<file path="src/rtl/l2_req_bridge.sv">
// Bridges one L2 word request at a time onto a busy-handshake memory bus.
// Flags misaligned requests, REN/WEN conflicts and bus timeouts as L2_ERROR.
module l2_req_bridge #(
  parameter int TIMEOUT = 64,
  parameter int ADDR_W  = 32
) (
  input  logic              CLK,
  input  logic              RST,
  input  logic              l2REN,
  input  logic              l2WEN,
  input  logic [ADDR_W-1:0] l2addr,
  input  logic [31:0]       l2store,
  output logic [1:0]        l2state,
  output logic [31:0]       l2load,
  output logic              mem_ren,
  output logic              mem_wen,
  output logic [ADDR_W-1:0] mem_addr,
  output logic [31:0]       mem_wdata,
  input  logic [31:0]       mem_rdata,
  input  logic              mem_busy,
  output logic [1:0]        err_code
);

  // state | meaning
  // IDLE  | FREE, waiting for a request
  // MEM   | BUSY, strobe held until mem_busy drops or timeout
  // RESP  | ACCESS for one cycle
  // ERR   | ERROR for one cycle
  typedef enum logic [1:0] {IDLE, MEM, RESP, ERR} state_t;

  localparam logic [1:0] L2_FREE   = 2'd0;
  localparam logic [1:0] L2_BUSY   = 2'd1;
  localparam logic [1:0] L2_ACCESS = 2'd2;
  localparam logic [1:0] L2_ERROR  = 2'd3;

  localparam logic [1:0] ERR_NONE     = 2'd0;
  localparam logic [1:0] ERR_ALIGN    = 2'd1;
  localparam logic [1:0] ERR_CONFLICT = 2'd2;
  localparam logic [1:0] ERR_TIMEOUT  = 2'd3;

  localparam int CNT_W = (TIMEOUT > 2) ? $clog2(TIMEOUT) : 1;
  localparam logic [CNT_W-1:0] CNT_LAST = CNT_W'((TIMEOUT > 0) ? TIMEOUT - 1 : 0);

  state_t           state;
  logic [CNT_W-1:0] tmo_cnt;

  always_ff @(posedge CLK) begin
    if (RST) begin
      state     <= IDLE;
      l2state   <= L2_FREE;
      l2load    <= '0;
      mem_ren   <= 1'b0;
      mem_wen   <= 1'b0;
      mem_addr  <= '0;
      mem_wdata <= '0;
      err_code  <= ERR_NONE;
      tmo_cnt   <= '0;
    end else begin
      case (state)
        IDLE: begin
          if (l2REN || l2WEN) begin
            mem_addr  <= l2addr;
            mem_wdata <= l2store;
            err_code  <= ERR_NONE;
            if (l2REN && l2WEN) begin
              state    <= ERR;
              l2state  <= L2_ERROR;
              err_code <= ERR_CONFLICT;
            end else if (l2addr[1:0] != 2'b00) begin
              state    <= ERR;
              l2state  <= L2_ERROR;
              err_code <= ERR_ALIGN;
            end else begin
              state   <= MEM;
              l2state <= L2_BUSY;
              mem_ren <= l2REN;
              mem_wen <= l2WEN;
            end
          end
        end
        MEM: begin
          if (!mem_busy) begin
            if (mem_ren) l2load <= mem_rdata;
            mem_ren <= 1'b0;
            mem_wen <= 1'b0;
            tmo_cnt <= '0;
            state   <= RESP;
            l2state <= L2_ACCESS;
          end else if (TIMEOUT > 0 && tmo_cnt == CNT_LAST) begin
            // Busy through the last allowed cycle: abandon the bus access.
            mem_ren  <= 1'b0;
            mem_wen  <= 1'b0;
            tmo_cnt  <= '0;
            err_code <= ERR_TIMEOUT;
            state    <= ERR;
            l2state  <= L2_ERROR;
          end else if (TIMEOUT > 0) begin
            tmo_cnt <= tmo_cnt + 1'b1;
          end
        end
        RESP, ERR: begin
          state   <= IDLE;
          l2state <= L2_FREE;
        end
        default: begin
          state   <= IDLE;
          l2state <= L2_FREE;
          mem_ren <= 1'b0;
          mem_wen <= 1'b0;
          tmo_cnt <= '0;
        end
      endcase
    end
  end

endmodule
</file>
<file path="config.mk">
export PLATFORM = sky130hd
export DESIGN_NAME = l2_req_bridge
export DESIGN_NICKNAME = d
export VERILOG_FILES = /design/src/rtl/l2_req_bridge.sv
export SDC_FILE = /design/constraint.sdc
export NUM_CORES = 1
export LEC_CHECK = 0
export CAP_MARGIN = 10
export CORE_ASPECT_RATIO = 0.5
export CORE_UTILIZATION = 30
export CTS_CLUSTER_DIAMETER = 100
export DETAILED_ROUTE_END_ITERATION = 10
export GPL_TIMING_DRIVEN = 0
export PLACE_DENSITY = 0.62
export SLEW_MARGIN = 20
export SYNTH_ARGS = -nofsm -noshare
export SYNTH_HDL_FRONTEND = slang
export SYNTH_SLANG_ARGS = --single-unit
</file>
<file path="constraint.sdc">
create_clock -name CLK -period 2.2 [get_ports CLK]
set_input_delay 0.44 -clock CLK [delete_from_list [all_inputs] [get_ports CLK]]
set_output_delay 0.44 -clock CLK [all_outputs]
set_load 0.1 [all_outputs]
</file>
==> metrics.csv, run 1 <==
metric,value,unit
port_buffers,201,
synth.largest_area_cell,dfxtp_1,
crit_path_end_kind,output port,
outcome,completed,
coreArea,12230,µm²
grt_usage,17.97,%
post-place-ws,-0.05612,ns
setup_slack,0.08773,ns
syn_nets,593,
critPathKind,reg -> out,
drcViolationCount,0,
slew_viol_final,0,
worst_pin_slew,1.024,ns
cts-resized-gates,102,
die_area,13470,µm²
synthArstFlopShare,0,%
dp_hpwl,9.098,mm
finClkSkew,0.007090,ns
worst-path-max-fanout,7,
rsz0062_at_grt,false,
start_util,31.86,%
synthTopCellsByArea,"dfxtp_1 56%, nand2_1 19%, a21oi_1 13%",
die_y,82.57,µm
antenna_found_initial,0,
dp.cells,857,
io_pins,203,
ir_drop,0.3824,mV
yosysMostFrequentCell,nand2_1,
dr_total_vias,3901,
ant_nets,0,
static-leakage-power,2.710,nW
cts_hold_buf,0,
grt_first_pass_wirelength,18.78,mm
hold_path.class,reg -> reg,
cts_setup_buffers,0,
clk_latency,0.34,ns
maxSlewHeadroom,32.01,%
min_period,2.112,ns
totalPowerFinal,0.005159,W
synth_seq_cells,108,
path_clk_slew,0.06,ns
nets,805,
wl_per_cell,13.86,µm
cp_slowest_cell,dlygate4sd2_1,
routed_via_density,4.468,
grt_pass1_vias,3698,
seq_area_frac_synth,55.51,%
timing.final.crit_share,96.01,%
clock-sinks,108,
area_growth,60.42,%
ys_types,30,
path_delay_family,buffers and inverters,
row_count,28,
synth_common_cells,"197 x nand2_1, 108 x dfxtp_1, 102 x a21oi_1, 15 x clkbuf_1, 12 x buf_2",
initialDrtViolationCount,170,
htreeDepth,3,
cts_buffers,9,
hold_viol_final,0,
synth_edf_count,0,
whs,0.4497,ns
crit_path_max_incr_delay,0.89,ns
die_x,163.1,µm
power_density,825.6,nW/µm²
synth_flop_cell,dfxtp_1,
cts_tree,done,
overflow,0,
drv_cap,0,
syn_avg_cell_area,7.933,µm²
mappedNetlistArea,3895,µm²
cts_buffer_depth,2,
drive_gt1_share,4.520,%
yosys_warnings,0,
place_congestion,0.7467,
cp_cell_sequence,dlygate4sd2_1,
utilization,51.11,%
cp.required,1.76,ns
fmax,473.4,MHz
setup_viol,0,
layout.cells.non_filler,873,
grt_max_degree,17,
worstSetupStartpointType,register,
root_buffer,clkbuf_16,
n_antenna_cell,0,
netlist.area_leader.share,55.51,%
fill_cells,1245,
critPathBufInv,1,
synthCells,491,
worstPathArrival,1.67,ns
wl,12.10,mm
dr.pass1.iters,4,
==> report_power, final <==
part           internal, W  total (W)  switching [W]
Clock             0.000768    0.00147       0.000701
Combinational     0.000374    0.00156        0.00118
Sequential         0.00207    0.00213      0.0000574
==> layout by cell type (no fill, tap or decap) <==
master           netlist  layout
a221oi_1               2       2
or3_1                  1       1
and3_1                 1       1
o21ai_0                3       3
xor2_1                 1       1
maj3_1                 1       1
a21boi_1               1       1
clkinv_2               0       2
buf_2                 12      12
a31oi_1                3       3
nor3_1                 3       3
nor3b_2                1       1
dlygate4sd2_1          0     102
a2111oi_0              2       2
o21a_1                 1       1
nor2_1                 8       8
o32ai_1                2       2
ha_1                   1       1
inv_2                  1       1
inv_1                  5       5
dfxtp_1              108     108
nand2_1              197     197
or2_2                  1       1
clkinvlp_4             0       1
or3b_1                 2       2
nand3_1                5       5
clkdlybuf4s50_1        0      99
a21oi_1              102     102
clkbuf_1              15      18
clkinv_4               0       1
nand2b_1               1       1
clkbuf_16              0       9
nand3b_1               3       3
a21o_1                 1       1
buf_1                  3       3
buf_6                  4       4
==> cell families (layout without fill, tap and decap cells) <==
logic type / count (synthesis) / count (layout) / synth area share [%]
DFF: 108 / 108 / 55.51
xor gates and xnor gates: 1 / 1 / 0.2249
AOI/OAI and AO/OA: 117 / 117 / 15.90
buffers and inverters: 40 / 257 / 5.011
adders and majority gates: 2 / 2 / 0.5782
and+or+nand+nor: 223 / 223 / 22.78
==> path summary, 6_finish.rpt <==
check | from | endpoint | slack (ns) | cells after the start
hold reg to reg | l2load[6]$_SDFFE_PP0P_ | l2load[6]$_SDFFE_PP0P_ | 0.45 | 2
setup / recovery | state[0]$_SDFFE_PP0P_ | l2state[0] | 0.09 | 1
setup reg to reg | state[0]$_SDFFE_PP0P_ | mem_wdata[14]$_SDFFE_PP0P_ | 0.53 | 6
hold / removal | l2load[6]$_SDFFE_PP0P_ | l2load[6]$_SDFFE_PP0P_ | 0.45 | 2
==> metal layers <==
layer	part of all wire [%]	up-vias	global-route usage (%)	wire length (µm)
li1	-	2020	-	-
met1	46	1793	22.37	5595
met2	48	83	31.44	5817
met4	0.45	0	3.832	55
met5	0	-	0	0
met3	5.2	5	4.795	629
==> through the flow <==
stage	setup TNS (ns)	instance area, µm²
6_report	0	6248
5_1_grt	0	6248
4_1_cts	0	6248
3_5_place_dp	-0.5460	6113
3_3_place_gp	-0.1812	6113
2_1_floorplan	0	3895
==> cell type report <==
cell class              count  area [µm²]  area share (%)
well taps                 165       206.4           3.304
clock inverters             4       26.28          0.4205
repair buffers            201        1884           30.16
multi-input cells         343        1538           24.61
flip-flops and latches    108        2162           34.60
clock buffers              12       236.5           3.785
inverters                   6       22.52          0.3604
plain buffers              34       172.7           2.763
==> sequential cells by signal, summed over array words and instances, names as in the netlist <==
register and cells:
err_code 2, state 2, tmo_cnt 6, mem_ren 1, mem_wdata 32, l2load 32
mem_addr 32, mem_wen 1
Note: power is estimated with default switching activity, not from simulation.
==> run 2, diff against run 1 <==
--- a/config.mk
+++ b/config.mk
@@ -7,12 +7,13 @@
 export LEC_CHECK = 0
 export CAP_MARGIN = 10
 export CORE_ASPECT_RATIO = 0.5
-export CORE_UTILIZATION = 30
+export CORE_UTILIZATION = 42
 export CTS_CLUSTER_DIAMETER = 100
 export DETAILED_ROUTE_END_ITERATION = 10
 export GPL_TIMING_DRIVEN = 0
-export PLACE_DENSITY = 0.62
-export SLEW_MARGIN = 20
+export PLACE_DENSITY = 0.83
+export SKIP_LAST_GASP = 1
+export SLEW_MARGIN = 5
 export SYNTH_ARGS = -nofsm -noshare
 export SYNTH_HDL_FRONTEND = slang
 export SYNTH_SLANG_ARGS = --single-unit
==> run 2 against run 1 <==
Against the previous run:
- the flow now finishes with violations (DRC)
- critical path depth unchanged
- wire length is 7.5% lower
- total power grew 2.3%
- combinational power about the same
- count of clock-buffer cells in the layout is 2 lower
- cell count fell by 5.5%
- global-route usage up 5.7 points
- clock skew fell by 0.0015 ns
- first-iteration DRC count rose by 26%
- register-to-register slack lost 0.06 ns
- utilization rose by 19 points
- sequential share of layout area is 0.16 points higher
- critical endpoint unchanged
==> metrics.csv, run 2 (synthesized netlist as in run 1, its figures left out) <==
metric,value,unit,change
wl,11.19,mm,-7.5%
port_buffers,201,,unchanged
cts_buffers,9,,unchanged
routed_via_density,4.842,,+8.4%
rsz0062_at_grt,false,,
hold_viol_final,0,,unchanged
power_density,848.2,nW/µm²,+2.7%
setup_viol,0,,unchanged
clock-sinks,108,,unchanged
place_congestion,0.7864,,+5.3%
static-leakage-power,2.726,nW,+0.59%
worst-path-max-fanout,7,,unchanged
layout_common_cells,"197 x nand2_1, 108 x dfxtp_1, 102 x a21oi_1, 102 x dlygate4sd2_1, 99 x clkdlybuf4s50_1",,
die_y,70.10,µm,-15%
timing.final.crit_share,96.01,%,about the same
root_buffer,clkbuf_16,,
overflow,0,,unchanged
reg.largest.list,"l2load x32, mem_addr x32, mem_wdata x32",,
io_pins,203,,unchanged
critPathBufInv,1,,unchanged
path_clk_slew,0.07,ns,about the same
grt_usage,23.70,%,+5.7 points
crit_path_end_kind,output port,,
min_period,2.112,ns,-0.0001571 ns
coreArea,8859,µm²,-28%
drcViolationCount,18,,+18
htreeDepth,3,,unchanged
slew_viol_final,0,,unchanged
worstPathArrival,1.67,ns,about the same
grt_max_degree,18,,+1
outcome,"finished, violations left",,
layout.cells.most_common,nand2_1,,
area_growth,59.69,%,
path_delay_family,buffers and inverters,,
dr.pass1.iters,8,,+4
die_x,138.2,µm,-15%
fmax,473.5,MHz,about the same
cp.required,1.76,ns,about the same
cp_slowest_cell,dlygate4sd2_1,,
start_util,43.97,%,+12 points
initialDrtViolationCount,215,,+26%
finClkSkew,0.005561,ns,-0.001529 ns
cts_tree,done,,
failed_checks,DRC,,
maxSlewHeadroom,32.93,%,+0.92 points
grt_first_pass_wirelength,18.46,mm,-1.7%
clk_latency,0.34,ns,about the same
cts_buffer_depth,2,,unchanged
worstSetupStartpointType,register,,
critPathKind,reg -> out,,
whs,0.4504,ns,+0.0006950 ns
dr_total_vias,3995,,+2.4%
nets,805,,unchanged
ant_nets,0,,unchanged
drv_cap,0,,unchanged
wl_per_cell,13.56,µm,-2.1%
cts_hold_buf,0,,unchanged
dp_hpwl,8.402,mm,-7.6%
die_area,9686,µm²,-28%
n_antenna_cell,0,,unchanged
crit_path_max_incr_delay,0.89,ns,about the same
row_count,24,,-14%
drive_gt1_share,4.802,%,+0.28 points
worst_pin_slew,1.010,ns,-0.01387 ns
cp_cell_sequence,dlygate4sd2_1,,
antenna_found_initial,0,,unchanged
grt_pass1_vias,3769,,+1.9%
ir_drop,0.4983,mV,+30%
hold_path.class,reg -> reg,,
totalPowerFinal,0.005275,W,+2.3%
## run 2: layout make-up
type / count / area, µm²
multi-input cells: 343 / 1538
flip-flops and latches: 108 / 2162
repair buffers: 201 / 1884
plain buffers: 34 / 172.7
inverters: 6 / 22.52
clock buffers: 10 / 229.0
fillers: 752 / 2639
clock inverters: 6 / 65.06
well taps: 117 / 146.4
## run 2: metrics by stage
step                util, %  cell area, µm²  cells  TNS, ns  worst slack, ns
floorplan                 -            3895    491        0         0.006378
global placement      68.33            6053    809        0          0.02722
detailed placement    68.33            6053    809  -0.2134         -0.03146
CTS                   70.21            6220    825        0          0.07869
global route          70.21            6220    825        0          0.02333
finish                70.21            6220    825        0          0.08788
## run 2: final timing paths
kind         slack (ns)                      start                         to  cells after the start
min reg2reg        0.45  mem_wdata[9]$_SDFFE_PP0P_  mem_wdata[9]$_SDFFE_PP0P_                      2
max                0.09      state[0]$_SDFFE_PP0P_                 l2state[0]                      1
min                0.45  mem_wdata[9]$_SDFFE_PP0P_  mem_wdata[9]$_SDFFE_PP0P_                      2
max reg2reg        0.47      state[0]$_SDFFE_PP0P_  mem_addr[18]$_SDFFE_PP0P_                      6
## run 2: power by group
group | leakage, nW | switching, W | internal, W
Sequential | 0.882 | 0.0000587 | 0.00207
Clock | 0.142 | 0.000707 | 0.000884
Combinational | 1.70 | 0.00118 | 0.000374
## run 2: per-layer routing
layer	track usage (%)	share of wire (%)	vias to the layer above	wire (µm)
li1	-	-	2026	-
met1	28.89	45	1859	4991
met2	41.27	49	96	5492
met3	6.584	4.8	14	537
met4	6.742	1.5	0	169
met5	0	0	-	0
## run 2: repair_timing
action	in CTS	in global routing
gates resized for setup	102	0
endpoints found under the setup margin	102	0
buffers inserted	0	0
==> run 3, diff against run 2 <==
--- a/config.mk
+++ b/config.mk
@@ -12,7 +12,6 @@
 export DETAILED_ROUTE_END_ITERATION = 10
 export GPL_TIMING_DRIVEN = 0
 export PLACE_DENSITY = 0.83
-export SKIP_LAST_GASP = 1
 export SLEW_MARGIN = 5
 export SYNTH_ARGS = -nofsm -noshare
 export SYNTH_HDL_FRONTEND = slang
==> results of run 3 <==
No change in the layout: final DEF, timing and power equal those of run 2.
